## src/rtl/muxn_pkg.sv

```systemverilog
// Shared types and helpers for the arbitrated N-channel multiplexer.
package muxn_pkg;

  typedef enum logic {
    ARB_FIXED = 1'b0,
    ARB_RR    = 1'b1
  } arb_mode_e;

  localparam int MAX_CH = 16;

  function automatic int clog2_min1(input int v);
    return (v > 1) ? $clog2(v) : 1;
  endfunction

  // OR-encode a one-hot vector; an all-zero input yields index 0.
  function automatic logic [3:0] onehot_to_idx(input logic [MAX_CH-1:0] oh);
    logic [3:0] idx;
    idx = '0;
    for (int i = 0; i < MAX_CH; i++) begin
      if (oh[i]) idx = idx | 4'(i);
    end
    return idx;
  endfunction

endpackage

```

## src/rtl/rr_arbiter.sv

```systemverilog
// One-hot request arbiter: round-robin from a rotating pointer, or fixed
// lowest-index priority. Owns the round-robin pointer.
module rr_arbiter
  import muxn_pkg::*;
#(
  parameter int CH  = 4,
  parameter int RR  = 1,
  parameter int CHW = clog2_min1(CH)
) (
  input  logic           clk,
  input  logic           rst_n,
  input  logic [CH-1:0]  req,
  input  logic           advance,
  output logic [CH-1:0]  grant,
  output logic [CHW-1:0] grant_idx,
  output logic           any
);

  localparam arb_mode_e MODE = (RR != 0) ? ARB_RR : ARB_FIXED;

  logic [CHW-1:0] ptr_q, ptr_d;
  logic [CHW-1:0] base;

  assign base = (MODE == ARB_RR) ? ptr_q : '0;

  // Scan from the base index upward, wrapping modulo CH; first requester wins.
  always_comb begin
    logic           found;
    int             slot;
    logic [CHW-1:0] idx;
    grant = '0;
    found = 1'b0;
    slot  = 0;
    idx   = '0;
    for (int k = 0; k < CH; k++) begin
      slot = int'(base) + k;
      if (slot >= CH) slot = slot - CH;
      idx = CHW'(slot);
      if (!found && req[idx]) begin
        grant[idx] = 1'b1;
        found      = 1'b1;
      end
    end
  end

  assign grant_idx = CHW'(onehot_to_idx(MAX_CH'(grant)));
  assign any       = |req;

  assign ptr_d = (grant_idx == CHW'(CH - 1)) ? '0 : grant_idx + CHW'(1);

  always_ff @(posedge clk) begin
    if (!rst_n) begin
      ptr_q <= '0;
    end else if (advance && (MODE == ARB_RR) && (CH > 1)) begin
      ptr_q <= ptr_d;
    end
  end

endmodule

```

## src/rtl/muxn_arb.sv

```systemverilog
// N-channel arbitrated multiplexer with valid/ready on every input and a
// registered, full-throughput output stage.
module muxn_arb
  import muxn_pkg::*;
#(
  parameter int n   = 32,
  parameter int CH  = 4,
  parameter int RR  = 1,
  parameter int CHW = clog2_min1(CH)
) (
  input  logic            clk,
  input  logic            rst_n,
  input  logic [CH-1:0]   in_valid,
  input  logic [CH*n-1:0] in_data,
  output logic [CH-1:0]   in_ready,
  output logic            out_valid,
  input  logic            out_ready,
  output logic [n-1:0]    Y,
  output logic [CHW-1:0]  out_ch
);

  // Handshakes: a transfer happens on a port at a clk edge where its valid
  // and ready are both high. in_ready depends on out_ready only through load,
  // and the grant never looks at ready, so there is no combinational loop.

  logic [CH-1:0]  grant;
  logic [CHW-1:0] grant_idx;
  logic           any_req;
  logic           load;
  logic           xfer_in;
  logic [n-1:0]   sel_data;

  logic           out_valid_q, out_valid_d;
  logic [n-1:0]   y_q, y_d;
  logic [CHW-1:0] out_ch_q, out_ch_d;

  rr_arbiter #(
    .CH  (CH),
    .RR  (RR),
    .CHW (CHW)
  ) u_arb (
    .clk       (clk),
    .rst_n     (rst_n),
    .req       (in_valid),
    .advance   (xfer_in),
    .grant     (grant),
    .grant_idx (grant_idx),
    .any       (any_req)
  );

  assign load     = !out_valid_q | out_ready;
  assign in_ready = grant & {CH{load & rst_n}};
  assign xfer_in  = any_req & load & rst_n;

  always_comb begin
    sel_data = '0;
    for (int i = 0; i < CH; i++) begin
      sel_data = sel_data | (in_data[i*n +: n] & {n{grant[i]}});
    end
  end

  always_comb begin
    out_valid_d = out_valid_q;
    y_d         = y_q;
    out_ch_d    = out_ch_q;
    if (xfer_in) begin
      out_valid_d = 1'b1;
      y_d         = sel_data;
      out_ch_d    = grant_idx;
    end else if (out_valid_q && out_ready) begin
      out_valid_d = 1'b0;
    end
  end

  always_ff @(posedge clk) begin
    if (!rst_n) begin
      out_valid_q <= 1'b0;
      y_q         <= '0;
      out_ch_q    <= '0;
    end else begin
      out_valid_q <= out_valid_d;
      y_q         <= y_d;
      out_ch_q    <= out_ch_d;
    end
  end

  assign out_valid = out_valid_q;
  assign Y         = y_q;
  assign out_ch    = out_ch_q;

endmodule
```

## config.mk

```make
export PLATFORM = sky130hd
export DESIGN_NAME = muxn_arb
export DESIGN_NICKNAME = d
export VERILOG_FILES = /design/src/rtl/muxn_pkg.sv /design/src/rtl/rr_arbiter.sv /design/src/rtl/muxn_arb.sv
export SDC_FILE = /design/constraint.sdc
export NUM_CORES = 1
export LEC_CHECK = 0
export BUFFER_PORTS_ARGS = -buffer_cell sky130_fd_sc_hd__buf_2
export CAP_MARGIN = 20
export CORE_ASPECT_RATIO = 0.8
export CORE_UTILIZATION = 38
export DETAILED_ROUTE_END_ITERATION = 16
export PLACE_DENSITY = 0.78
export RECOVER_POWER = 50
export SLEW_MARGIN = 10
export SYNTH_ARGS = -nofsm -noshare
export SYNTH_HDL_FRONTEND = slang
export SYNTH_HIERARCHICAL = 1
export SYNTH_SLANG_ARGS = --single-unit
export TNS_END_PERCENT = 100
```

## constraint.sdc

```tcl
create_clock -name clk -period 2.9 [get_ports clk]
set_clock_uncertainty 0.15 [all_clocks]
set_input_delay 0.435 -clock clk [delete_from_list [all_inputs] [get_ports clk]]
set_output_delay 0.435 -clock clk [all_outputs]
set_load 0.05 [all_outputs]
```

Word level (Yosys, flattened, before mapping)
Cells that the tools add are included.
{"block": "word_totals", "output_inout_bits": 39, "word_cells": 87, "register_bits": 37, "input_bits": 135}
{"block": "classes", "add_sub_neg": 8, "reduce_logical": 14, "magnitude_cmp": 12, "n_eq_ne": 1, "muxes": 33, "bitwise": 15}
{"cell": "AND 32 bit", "n": 4}
{"cell": "OR 32 bit", "n": 3}
{"cell": "two-way mux 4 bit", "n": 4}
{"cell": "two-way mux 1 bit", "n": 14}
{"cell": "two-way mux 2 bit", "n": 7}
{"cell": "less-than comparator 2 x 3 -> 1 bit (second input constant)", "n": 4}
{"cell": "OR 4 bit", "n": 3}
{"cell": ">= comparator 3 bit (second input constant)", "n": 3}
{"cell": "binary-select mux 1 bit (select 2 bit)", "n": 4}
{"cell": "demux 1 bit (select 2 bit)", "n": 4}
{"cell": ">= comparator 2 x 1 -> 1 bit (second input constant)", "n": 4}
{"cell": "logical AND 1 bit", "n": 8}
{"cell": "subtractor 2 x 1 -> 2 bit (second input constant)", "n": 4}
{"cell": "adder 2 x 2 -> 3 bit (second input constant)", "n": 2}
{"cell": "AND 4 bit", "n": 1}
{"cell": "zero test 1 bit", "n": 4}
{"cell": "OR reduction 4 bit", "n": 1}
{"cell": "adder 2 x 1 -> 3 bit (second input constant)", "n": 1}
{"cell": "AND 1 bit", "n": 3}
{"cell": ">= comparator 2 x 3 -> 1 bit (second input constant)", "n": 1}
{"cell": "adder 2 x 1 -> 2 bit (second input constant)", "n": 1}
{"cell": "== test 2 bit (second input constant)", "n": 1}
{"cell": "nonzero test 2 bit", "n": 1}
{"cell": "OR 1 bit", "n": 1}

Logic depth before layout (Yosys ltp)
Gate-level depths: netlist (run 1).
{"block": "logic_depth", "word_depth": 19, "ltp_mapped": 12, "depth_no_buf": 10}

Cells and area by module
Netlist (run 1), hierarchy kept.
{"mod": "muxn_arb", "area_each_um2": 2031.9, "seq_area_each_um2": 700.7, "cells_each": 210, "n_inst": 1}
{"mod": "rr_arbiter", "area_each_um2": 439.2, "seq_area_each_um2": 40.0, "cells_each": 45, "n_inst": 1}

Worst setup path after synthesis (run 1)
No wires, ideal clock.
{"block": "synth_path", "kind": "reg-to-output", "start": "register u_arb.ptr_q[0], in the netlist u_arb/base[0]", "end": "output port in_ready[3]", "path_slack_ps": -532, "stages_incl_launch_ff": 11, "path_buffers": 3, "required_time_ps": 2315, "t_arrival_ps": 2847, "cell_sequence": "dfxtp_1 buf_6 inv_1 ha_1 mux4_2 nor4b_4 a221oi_1 inv_1 buf_1 clkbuf_1 and3_1"}
{"block": "synth_via", "elab_chain_cells": 15, "elab_cells_between_ends": 60, "cone_classes": "add/sub: 7; order compare: 12; mux: 27; bitwise: 4; reduce/logical: 10"}
{"element": "start: declaration", "line": "rr_arbiter.sv:21", "text": "logic [CHW-1:0] ptr_q, ptr_d;"}
{"element": "start signal: assignment", "line": "rr_arbiter.sv:55", "text": "ptr_q <= ptr_d;"}
{"element": "branches (longest 13 deep; another with adder 2 x 1 -> 3 bit)"}
{"element": "two-way mux 4 bit *", "line": "rr_arbiter.sv:39", "text": "if (!found && req[idx]) begin"}
{"element": "via grant[3]", "line": "muxn_arb.sv:26", "text": "logic [CH-1:0] grant;"}
{"element": "AND 4 bit *", "line": "muxn_arb.sv:52", "text": "assign in_ready = grant & {CH{load & rst_n}};"}
{"element": "end: declaration", "line": "muxn_arb.sv:15", "text": "output logic [CH-1:0] in_ready,"}
Mark *: on every way through the listed nets, which the timed path passes. The select of a mux whose other input is x is not followed.

Worst setup path after layout (run 1)
{"block": "layout_path", "start": "register u_arb.ptr_q[0], in the netlist u_arb/base[0]", "end": "output port in_ready[0]"}
The elaborated chain is that of the path after synthesis.

==> metrics list, run 1 <==
* Run status: finished, violations left
- The final reports fail on setup timing.
* First drt pass iteration count: 5
* Largest incremental delay on the critical path: 0.41 ns
- Crit path arrival time: 2.34 ns
* Required time at the worst-slack endpoint: 2.32 ns
* Num Clock Sinks: 37
* Total overflow reported by the global router: 0
- The max-slew violation count was 0.
- Area growth, synth to finish: 53.06%
* Final number of setup-violating endpoints: 4
- In this run, post-CTS hold repair placed 0 buffers.
- The critical path is of the reg -> out type.
- Synthesis produced a netlist whose cell count is 255.
- TritonCTS Buffers: 5
- Total wirelength of the detailed-routed design: 8877 um
* Post-detailed-route DRC marker count: 0
- After clock tree synthesis, the clock-pin slew on the worst setup and hold paths is 0.08 ns.
- Length in cells of the worst reg-to-reg path: 12
* Die Wd: 92.16 um
- The synthesized netlist occupies a cell area of 0.002471 mm^2.
* Global router's overall resource usage: 24.80%
- Dividing the detail-routed via count by the number of cells gives 5.832.
- TritonCTS clock tree: done
* # nets final: 577
* Slew at the pin with the worst max-slew slack: 0.6226 ns
* Shortest period the worst path allows: 2.927 ns
- The number of hold violations in the final report is 0.
- Sequential-to-total area share from yosys stat: 29.97%
* Seq cells post-synth: 37
- Routed vias: 3,015
- The count of nets left with antenna violations once routing finished came out at 0.
- At the end of routability-driven placement, the weighted congestion stood at 0.9287.
- In this run the worst hold path is classified as in -> reg.
* IR Drop Worst-Case VDD: 366.7 uV
- Final period util: 100.9%
- STA classifies the critical path startpoint as a flip-flop.
* Effective utilization at floorplan: 40.51%
* Capturing element of the worst setup path: in_ready[0]
- STA classifies the critical path endpoint as a primary output.
* Largest fanout on the critical path: 5
- In this run, distinct cell masters in the synthesized netlist total 32.
- Counting along the longest clock path gives a buffer depth of 2.
* Final Worst Setup Slack: -0.02743 ns
- Standard-cell rows: 25
- Entering global routing, the biggest net connects 38 pins.
* Htree depth: 2
* Clock latency on the worst-skew pair: 0.27 ns
* Setup repair after global routing missed its margin: true
- In this run the worst setup path begins at u_arb/base[0].
* Number of diodes added for antenna fixing: 0
* Warnings, synthesis: 6
* Standard cell with the maximum stage delay on the critical path: mux4_2
* Boundary pin count: 174
- Register-to-register setup slack: 0.04 ns
- Static timing analysis puts the maximum clock frequency at 341.6 MHz.
* LEAKAGE: 0.001682 uW
* Slew margin rel.: 58.49%
- Hpwl dp: 6111 um
- The worst register-to-register path ends at Y[15].
* Area of all placed cells without fillers: 0.003782 mm^2
- First DRT Iteration DRCs: 101
* Power per cell area: 829.9 mW/mm^2
- Number of global-route vias before repair: 2,772
- Port-buffer cells: 173
- Total of max-cap violations: 0
- The critical path goes through inv_4 > ha_4 > mux4_2 > buf_6 > nand2_1 > o21ai_2 > a221o_2 > and3_4 > buf_8.
* Layout cell share with drive strength beyond 1: 61.70%
* Hold slack: 0.3072 ns
* DIE AREA: 0.006831 mm^2
- Measured along the y axis, the die boundary spans 74.13 um.
* Reg-to-Reg Start: u_arb/base[0]
- In the final routed layout, each cell accounts on average for 17.17 um.
- CTS placed an instance of clkbuf_8 at the clock tree root.
* Initial antenna violation count: 0
- Area of the core: 0.006100 mm^2
- Syn_nets: 396
- Post-Syn Area per Cell: 9.691 um^2
- The placed instances occupy a cell area of 0.003423 mm^2.
* Wire length of the first global-routing pass: 13,320 um
metal layers:
metal / vias up / GRT usage, % / wire length, um / share of wire (%)
li1: 1403 / - / - / -
met1: 1416 / 31.16 / 3687 / 42
met2: 178 / 42.70 / 4286 / 48
met3: 18 / 5.010 / 714 / 8.0
met4: 0 / 9.375 / 188 / 2.1
met5: - / 0 / 0 / 0
Yosys cell counts:
library cell	n	share of area [%]
a221o_2	1	0.46
dfxtp_1	37	30
a221oi_2	2	1.2
and2_4	1	0.35
mux4_1	2	2.1
nor3b_2	1	0.51
buf_2	4	0.81
and3_1	4	1.0
nand2b_1	1	0.25
o21ai_1	2	0.41
a311oi_1	5	1.8
mux2i_1	1	0.41
a22o_1	1	0.35
nand3_1	2	0.41
mux4_2	2	1.8
a21oi_1	32	6.5
clkbuf_1	19	2.9
and2_1	1	0.25
buf_1	3	0.46
nand3b_1	2	0.61
xnor2_1	1	0.35
nand2_1	14	2.1
buf_6	6	2.7
ha_1	6	3.0
inv_1	7	1.1
o31ai_2	1	0.51
or4_1	1	0.30
a221oi_1	2	0.71
a22oi_1	62	19
o21ai_0	5	1.0
nor4b_4	1	0.96
a311oi_2	26	16
flip-flops by register name, indices dropped and copies added, names as in the netlist:
register and cells:
out_valid 1, u_arb/base 2, Y 32, out_ch 2
report_power, final:
part           leakage [uW]  total [uW]  internal, uW  switching (uW)
registers          0.000308         666           607            59.4
logic               0.00133        2110           831            1280
clock network     0.0000433         360           188             173
total               0.00168        3140          1630            1510
critical path, delay by kind of cell, from the launching register on:
family / cells / cell delay [ns]
muxes: 1 / 0.41
DFF: 1 / 0.40
AOI/OAI and AO/OA: 2 / 0.39
buffers and inverters: 3 / 0.37
adders and majority gates: 1 / 0.26
and+or+nand+nor: 2 / 0.25
worst min path at each step:
stage / start / endpoint / slack, ns / cells past startpoint
global route: in_data[111] / Y[15] / 0.32 / 3
floorplan: u_arb/base[1] / u_arb/base[1] / 0.41 / 2
detailed placement: out_ch[1] / out_ch[1] / 0.30 / 2
CTS: in_data[111] / Y[15] / 0.28 / 3
global placement: out_ch[1] / out_ch[1] / 0.29 / 2
finish: in_data[79] / Y[15] / 0.31 / 3
per-stage QoR:
stage               setup TNS (ns)  setup WS, ns  instances  power (uW)  util (%)
floorplan                        0      0.001742        255        2057         -
global placement                 0       0.08691        494        2407     56.12
detailed placement        -0.01177      -0.01177        494        2452     56.12
CTS                              0      0.004062        513        2964     59.92
global route               -0.5024      -0.09758        517        3308     62.01
finish                    -0.06541      -0.02743        517        3139     62.01
layout by cell type (no fill, tap or decap), types with 2 or more instances in the layout:
master,instances
nand2_2,2
inv_1,5
a21oi_1,32
mux4_2,2
a221oi_2,3
ha_1,5
nand2_1,12
nand3b_1,2
buf_6,6
buf_8,4
o21ai_1,2
a311oi_2,26
o21ai_2,3
and3_4,4
o21ai_0,2
clkbuf_8,6
mux4_1,2
a311oi_1,5
dfxtp_4,2
nand3_1,2
buf_2,169
dfxtp_1,35
a22oi_2,5
a22oi_1,57
buf_4,27
kinds of logic after synthesis:
| logic type | after synthesis | synth area share [%] |
|---|---|---|
| compound gates | 139 | 47.54 |
| xor+xnor | 1 | 0.3545 |
| fa+ha+maj | 6 | 3.038 |
| buf+inv | 39 | 7.949 |
| flops | 37 | 29.97 |
| mux | 5 | 4.354 |
| simple gates | 28 | 6.785 |
final cells by class:
| cell class | count | area [um^2] |
|---|---|---|
| clock buffers | 6 | 82.58 |
| clock inverters | 1 | 7.507 |
| fillers | 529 | 2317 |
| inverters | 7 | 28.78 |
| multi-input cells | 179 | 1638 |
| flip-flops and latches | 37 | 748.2 |
| well taps | 81 | 101.3 |
| repair buffers | 206 | 1176 |
repair_timing:
| action | CTS | global route |
|---|---|---|
| pin swaps | 3 | 3 |
| endpoints found under the hold margin | 0 | 0 |
| setup endpoints to repair | 4 | 33 |
| resized for setup | 16 | 25 |
| buffers inserted | 12 | 4 |
No activity file was read; power rests on OpenSTA's default activity.
==> run 2: changes to the inputs <==
--- a/config.mk
+++ b/config.mk
@@ -8,13 +8,12 @@
 export BUFFER_PORTS_ARGS = -buffer_cell sky130_fd_sc_hd__buf_2
 export CAP_MARGIN = 20
 export CORE_ASPECT_RATIO = 0.8
-export CORE_UTILIZATION = 38
+export CORE_UTILIZATION = 36
 export DETAILED_ROUTE_END_ITERATION = 16
-export PLACE_DENSITY = 0.78
+export PLACE_DENSITY = 0.76
 export RECOVER_POWER = 50
 export SLEW_MARGIN = 10
 export SYNTH_ARGS = -nofsm -noshare
 export SYNTH_HDL_FRONTEND = slang
-export SYNTH_HIERARCHICAL = 1
 export SYNTH_SLANG_ARGS = --single-unit
 export TNS_END_PERCENT = 100
==> metrics list, run 2 <==
- The flow ran to the end, and the final reports show no timing, DRC or antenna violations.
- The final HPWL from detailed placement came to 5859 um (-4.1%).
* Initial antenna violation count: 0 (unchanged)
- TritonCTS built the clock tree.
- DIE AREA: 0.006685 mm^2 (-2.1%)
* Via-per-instance ratio: 5.494 (-5.8%)
- The worst setup path is launched from a flip-flop.
* Total wirelength of the detailed-routed design: 8122 um (-8.5%)
- The worst max-slew margin expressed relative to the limit came to 53.82% (-4.7 points).
- Switching share of power: 50.68% (+2.5 points)
- Largest cells by area after synthesis: dfxtp_1 (32%), a41oi_1 (12%), a22oi_1 (10%)
- The length of the first detailed-routing pass in iterations is 4 (-1).
- Setup repair after global routing missed its margin: true
* Slew at the pin with the worst max-slew slack: 0.6864 ns (+0.06374 ns)
* Post-synthesis instance area: 0.002290 mm^2 (-7.3%)
- # nets final: 591 (+2.4%)
- Routed vias: 2,923 (-3.1%)
- The maximum clock insertion buffer count came to 2 (unchanged).
- Among cell families on the critical path, the largest total delay comes from multiplexers.
- The width of the die came to 91.17 um (-1.1%).
* TritonCTS Buffers: 5 (unchanged)
- Global router's overall resource usage: 23.08% (-1.7 points)
* Power per cell area: 906.3 mW/mm^2 (+9.2%)
* Post-Syn Area per Cell: 7.950 um^2 (-18%)
* Final Worst Setup Slack: 0.01898 ns (+0.04641 ns)
- Detailed-route wire length per cell: 15.27 um (-11%)
- The total negative setup slack was 0 ns (+0.06541 ns).
- Clock transition at path regs: 0.08 ns (about the same)
* Clock network fraction of design power: 15.1% (+3.6 points)
* Standard cell with the maximum stage delay on the critical path: mux4_2
- The library cell used most frequently in the layout, excluding fill and tap cells, is buf_2.
- Cell-internal power: 1511 uW (-7.0%)
- The signal arrival time at the worst endpoint is 2.30 ns (-0.04 ns).
- CP Capture Type: primary output
* Worst path cell trace: inv_2 > ha_4 > mux4_2 > nand2_1 > nor2_1 > a221o_1 > nor2b_4 > buf_8
* Clock latency on the worst-skew pair: 0.28 ns (about the same)
* Final Max Slew Viols: 0 (unchanged)
- The number of antenna cells inserted is 0 (unchanged).
* IR Drop Worst-Case VDD: 447.2 uV (+22%)
- Num Clock Sinks: 37 (unchanged)
* Power consumption: 3064 uW (-2.4%)
- Largest net degree at the start of global routing: 42 (+11%)
* Placed Area: 0.003249 mm^2 (-5.1%)
* Cell at the root of the clock tree: clkbuf_8
- The area fraction of the dominant cell type after synthesis came to 32.35% (+2.4 points).
- Shortest period the worst path allows: 2.881 ns (-0.04641 ns)
- The final clock period utilization by the worst path was 99.35% (-1.6 points).
* Cts hold-fix bufs: 0 (unchanged)
- By area, the combinational part of the netlist is dominated by compound AO/OA/AOI/OAI gates.
- The number of flip-flops under the largest register name is 32 (unchanged).
- Simple-gate area share of the yosys netlist: 11.26% (+4.5 points)
- From synthesis to final layout, the design area changed by 47.65%.
- Adder-cell share of the synthesized area: 3.279% (+0.24 points)
- The core outline area came to 0.006037 mm^2 (-1.0%).
- nand2_1 is the most common cell in the netlist.
* Post-synth ARST share: 0% (unchanged)
- The count of flip-flops with a built-in enable after synthesis was 0 (unchanged).
* Setup Crit Path Kind: reg -> out
* Multiplexer share of the synthesized area: 3.934% (-0.42 points)
- LEAKAGE: 0.001405 uW (-16%)
* Sw Pwr: 1553 uW (+2.6%)
- The remaining design rule violation count is 0 (unchanged).
- The area fraction in compound gates after synthesis was 42.08% (-5.5 points).
- Total of max-cap violations: 0 (unchanged)
- The synthesized netlist net count is 429 (+8.3%).
- The routability-driven placement congestion ratio came to 0.8439 (-9.1%).
- Total overflow reported by the global router: 0 (unchanged)
- Buffering stage count on the worst path with inverters included: 2 (-1)
- Seq cells post-synth: 37 (unchanged)
- Library cells used by synthesis: 30 (-6.3%)
- The proportion of synthesized chip area in sequential cells is 32.35% (+2.4 points).
* Standard-cell rows: 25 (unchanged)
* Boundary pin count: 174 (unchanged)
- The largest driver fanout on the critical path was 6 (+1).
* Minimum setup slack after placement: 0.1656 ns (+0.1773 ns)
- Effective utilization at floorplan: 37.93% (-2.6 points)
- The height of the die is 73.33 um (-1.1%).
- The required arrival time at the worst endpoint is 2.32 ns (about the same).
- The number of setup violations in the final report was 0 (-4).
- Area of all placed cells without fillers: 0.003381 mm^2 (-11%)
- The most used flip-flop cell after synthesis is dfxtp_1.
- The number of cells traversed by the worst hold path was 3 (unchanged).
- The share of cells above drive strength 1 is 39.25% (-22 points).
* Htree depth: 2 (unchanged)
- First DRT Iteration DRCs: 132 (+31%)
- Number of global-route vias before repair: 2,655 (-4.2%)
* Port-buffer cells: 173 (unchanged)
- Number of cells produced by synthesis: 288 (+13%)
- The number of nets still failing antenna checks after routing is 0 (unchanged).
* Most frequent cells in the layout: buf_2 (134), nand2_1 (46), o21ai_0 (36), clkbuf_1 (36), dfxtp_1 (35)
* Warnings, synthesis: 0 (-6)
- Combinational power share: 60.6% (-6.7 points)
- The number of cells traversed by the worst register-to-register path is 10 (-2).
- Path category of the worst min-delay check: in -> reg
- By count the netlist is led by nand2_1 (47), dfxtp_1 (37), o21ai_0 (36).
- Timing-limited maximum frequency: 347.1 MHz (+1.6%)
- The relative contribution of sequential cells to total power came to 24.3% (+3.1 points).
* FILL cells: 580 (+9.6%)
- The biggest area contributor in the post-synthesis netlist is dfxtp_1.
- The count of cell instances traversed by the critical path was 8 (-1).
* Final hold violation count: 0 (unchanged)
* Xor and xnor fraction of the mapped netlist area: 0.3825% (+0.028 points)
- Hold slack: 0.2835 ns (-0.02372 ns)
- Largest incremental delay on the critical path: 0.60 ns (+0.19 ns)
- The global-route wire length before repair was 12,320 um (-7.5%).
==> run 2: power by group through the flow <==
stage | registers, uW | clock network, uW | logic (uW)
2_1_floorplan | 1260 | 0 | 875
3_3_place_gp | 742 | 0 | 1800
3_5_place_dp | 744 | 0 | 1850
4_1_cts | 736 | 478 | 1880
5_1_grt | 763 | 500 | 1990
6_report | 743 | 463 | 1860
==> run 2: worst register-to-register path, delay by kind of cell (launching register included) <==
family | cells | cell delay [ns]
AO/OA/AOI/OAI | 3 | 0.74
multiplexers | 1 | 0.60
AND/OR/NAND/NOR | 2 | 0.13
buffers and inverters | 3 | 0.39
adder cells (fa/ha/maj) | 1 | 0.27
flip-flops | 1 | 0.35
==> run 2: metrics by stage <==
step,instances,util [%]
CTS,532,56.37
global route,532,56.00
detailed placement,523,53.82
finish,532,56.00
global placement,523,53.82
floorplan,288,-
==> run 2: final timing paths <==
check	start	end	slack, ns
max	u_arb.base[0]	in_ready[3]	0.02
min reg2reg	out_ch[0]	out_ch[0]	0.30
max reg2reg	u_arb.base[0]	Y[22]	0.15
min	in_data[113]	Y[17]	0.28
==> run 2: kinds of logic after synthesis <==
kind of cell,Yosys count
AOI/OAI and AO/OA,144
and+or+nand+nor,63
DFF,37
buffers and inverters,33
adders and majority gates,6
muxes,4
xor gates and xnor gates,1
==> run 2: cell type report <==
class	instances	area (um^2)	share of cell area, %
Multi-Input combinational cell	218	1455	43.04
Tap cell	81	101.3	2.998
Clock inverter	1	30.03	0.8882
Sequential cell	37	743.2	21.98
Clock buffer	7	86.33	2.554
Inverter	3	11.26	0.3331
Timing Repair Buffer	185	953.4	28.20
==> run 2: layer usage <==
metal	global-route usage [%]	routed length, um	part of all wire (%)
met5	0	0	0
met4	4.233	44	0.54
met3	6.108	641	7.9
met2	43.77	4121	51
met1	26.62	3315	41
==> run 2: what timing repair did <==
action / 4_1_cts / 5_1_grt
gates resized for setup: 8 / 8
setup buffers: 1 / 0
endpoints found under the setup margin: 4 / 5
pin swaps: 0 / 3
==> run 3: changes to the inputs <==
==> constraint.sdc (replaced) <==
create_clock -name clk -period 2.9 [get_ports clk]
set_clock_uncertainty 0.15 [all_clocks]
set_input_delay 0.145 -clock clk [delete_from_list [all_inputs] [get_ports clk]]
set_output_delay 0.145 -clock clk [all_outputs]
set_load 0.05 [all_outputs]
==> metrics list, run 3 (same netlist as run 2, synthesis figures left out) <==
* Area of the core: 0.006037 mm^2 (unchanged)
* Slew margin rel.: 52.20% (-1.6 points)
- # nets final: 625 (+5.8%)
* Power per cell area: 826.2 mW/mm^2 (-8.8%)
- Total wirelength of the detailed-routed design: 8371 um (+3.1%)
* Setup Crit Path Kind: reg -> out
* Crit path arrival time: 2.51 ns (+0.21 ns)
- The maximum number of pins on one net before global-route repair is 68 (+62%).
* Number of diodes added for antenna fixing: 0 (unchanged)
- Hpwl dp: 5870 um (+0.20%)
- Number of global-route vias before repair: 2,853 (+7.5%)
- The number of nets still failing antenna checks after routing is 0 (unchanged).
- Final hold violation count: 0 (unchanged)
- Traced cell by cell, the critical path runs through inv_1 > ha_4 > mux4_2 > nand2_1 > nor2_1 > a221o_1 > buf_12 > nor2b_2 > buf_6.
- The number of fill cells is 573 (-1.2%).
- Post-Place Cells: 526 (+0.57%)
- Required time at the worst-slack endpoint: 2.61 ns (+0.29 ns)
- Critical path launch point type: flip-flop
- DIE AREA: 0.006685 mm^2 (unchanged)
* Max Root-Sink Buffers: 2 (unchanged)
* Final number of setup-violating endpoints: 0 (unchanged)
* TritonCTS clock tree: done
- Standard-cell rows: 25 (unchanged)
- Number of flip-flops under the largest register name: 32 (unchanged)
* Largest fanout on the critical path: 27 (+21)
- Most common cell after layout, fill and taps aside: buf_2
- Final period util: 96.61% (-2.7 points)
- Path category of the worst min-delay check: in -> reg
- The total overflow reported by the global router is 0 (unchanged).
- Global router's overall resource usage: 24.05% (+0.97 points)
- Total of max-cap violations: 0 (unchanged)
- First drt pass iteration count: 4 (unchanged)
* Wire length of the first global-routing pass: 12,940 um (+5.0%)
* IR Drop Worst-Case VDD: 399.8 uV (-11%)
- Utilization of the core after routing: 60.29% (+4.3 points)
- The worst hold slack came to 0.006651 ns (-0.2768 ns).
* First DRT Iteration DRCs: 149 (+13%)
- Count of placed standard cells in the final layout, fillers left out: 566 (+6.4%)
- The total power draw came to 3007 uW (-1.9%).
- The slew at the pin with the worst max-slew slack came to 0.7104 ns (+0.02402 ns).
- Layout cell share with drive strength beyond 1: 36.49% (-2.8 points)
- TritonCTS Buffers: 5 (unchanged)
- The via-per-instance ratio was 5.314 (-3.3%).
- Die Span Y: 73.33 um (unchanged)
* Run status: finished clean
- Num Clock Sinks: 37 (unchanged)
- Standard cell with the maximum stage delay on the critical path: mux4_2
* Initial antenna violation count: 0 (unchanged)
- Shortest period the worst path allows: 2.802 ns (-0.07943 ns)
- Area growth, synth to finish: 58.96%
* Largest incremental delay on the critical path: 0.56 ns (-0.04 ns)
- The highest achievable clock rate was 356.9 MHz (+2.8%).
- The remaining design rule violation count came to 0 (unchanged).
- LEAKAGE: 0.001524 uW (+8.4%)
* CP Capture Type: primary output
* Die Wd: 91.17 um (unchanged)
* Clock transition at path regs: 0.08 ns (about the same)
* Combined flip-flop and latch cell area: 743.2 um^2 (unchanged)
* Effective utilization at floorplan: 37.93% (unchanged)
* Htree depth: 2 (unchanged)
- Routability-driven placement congestion ratio: 0.8359 (-0.95%)
* Most frequent cells in the layout: buf_2 (135), nand2_1 (47), o21ai_0 (36), clkbuf_1 (36)
- The routed length per placed instance came to 14.79 um (-3.1%).
* Multi-input gate area in the final layout: 0.001436 mm^2 (-1.3%)
* Clock latency on the worst-skew pair: 0.29 ns (about the same)
* Port-buffer cells: 173 (unchanged)
- The routed via count was 3,008 (+2.9%).
* Final Max Slew Viols: 0 (unchanged)
* Boundary pin count: 174 (unchanged)
- Cell at the root of the clock tree: clkbuf_8
-- run 3: changes by cell type in the layout (fill, tap and decap cells not counted), sizes merged --
cell         delta
dlygate4sd3    +29
buf             +2
clkinv          +2
bufinv          -1
clkbuf          +1
clkinvlp        +1
-- run 3: worst max-delay path, delay by kind of cell (launching register included) --
family,cells,cell delay (ns)
multiplexers,1,0.56
flip-flops,1,0.34
AO/OA/AOI/OAI,1,0.30
buffers and inverters,3,0.42
AND/OR/NAND/NOR,3,0.31
adder cells (fa/ha/maj),1,0.28
-- run 3: cell type report --
cell class	instances	share of cell area, %
Multi-Input combinational cell	218	39.46
Timing Repair Buffer	219	34.65
Sequential cell	37	20.42
Tap cell	81	2.784
Clock buffer	5	1.891
Clock inverter	3	0.4813
Inverter	3	0.3094
-- run 3: routing by layer --
layer  wire (um)  share of wire [%]  vias to the layer above  global-route usage, %
li1            -                  -                     1494                      -
met4          51               0.61                        0                  4.233
met1        3434                 41                     1371                  27.26
met5           0                  0                        -                      0
met2        4251                 51                      135                  46.97
met3         634                7.6                        8                  5.590
-- run 3: power by group --
part	leakage [uW]	internal, uW	switching [uW]
Sequential	0.000311	664	81.2
Clock	0.0000439	166	194
Combinational	0.00117	616	1290
-- run 3: through the flow --
stage	setup TNS [ns]	area, um^2	worst slack (ns)
3_5_place_dp	0	3238	0.1348
2_1_floorplan	-0.02125	2297	-0.02125
6_report	0	3640	0.09841
3_3_place_gp	0	3238	0.2046
5_1_grt	-0.01119	3640	-0.01004
4_1_cts	0	3647	0.01429
-- run 3: worst paths after layout --
check	start	depth (start not counted)	slack, ns	to
max	u_arb.base[0]	9	0.1	in_ready[1]
min	in_data[111]	3	0.007	Y[15]
max reg2reg	u_arb.base[0]	10	0.22	Y[7]
min reg2reg	out_ch[0]	2	0.33	out_ch[0]
-- run 3: what timing repair did --
action | in CTS | in global routing
hold endpoints to repair | 29 | 0
resized for setup | 6 | 7
hold buffers | 29 | 0
setup buffers | 0 | 3
endpoints found under the setup margin | 2 | 2
pin swaps | 0 | 0
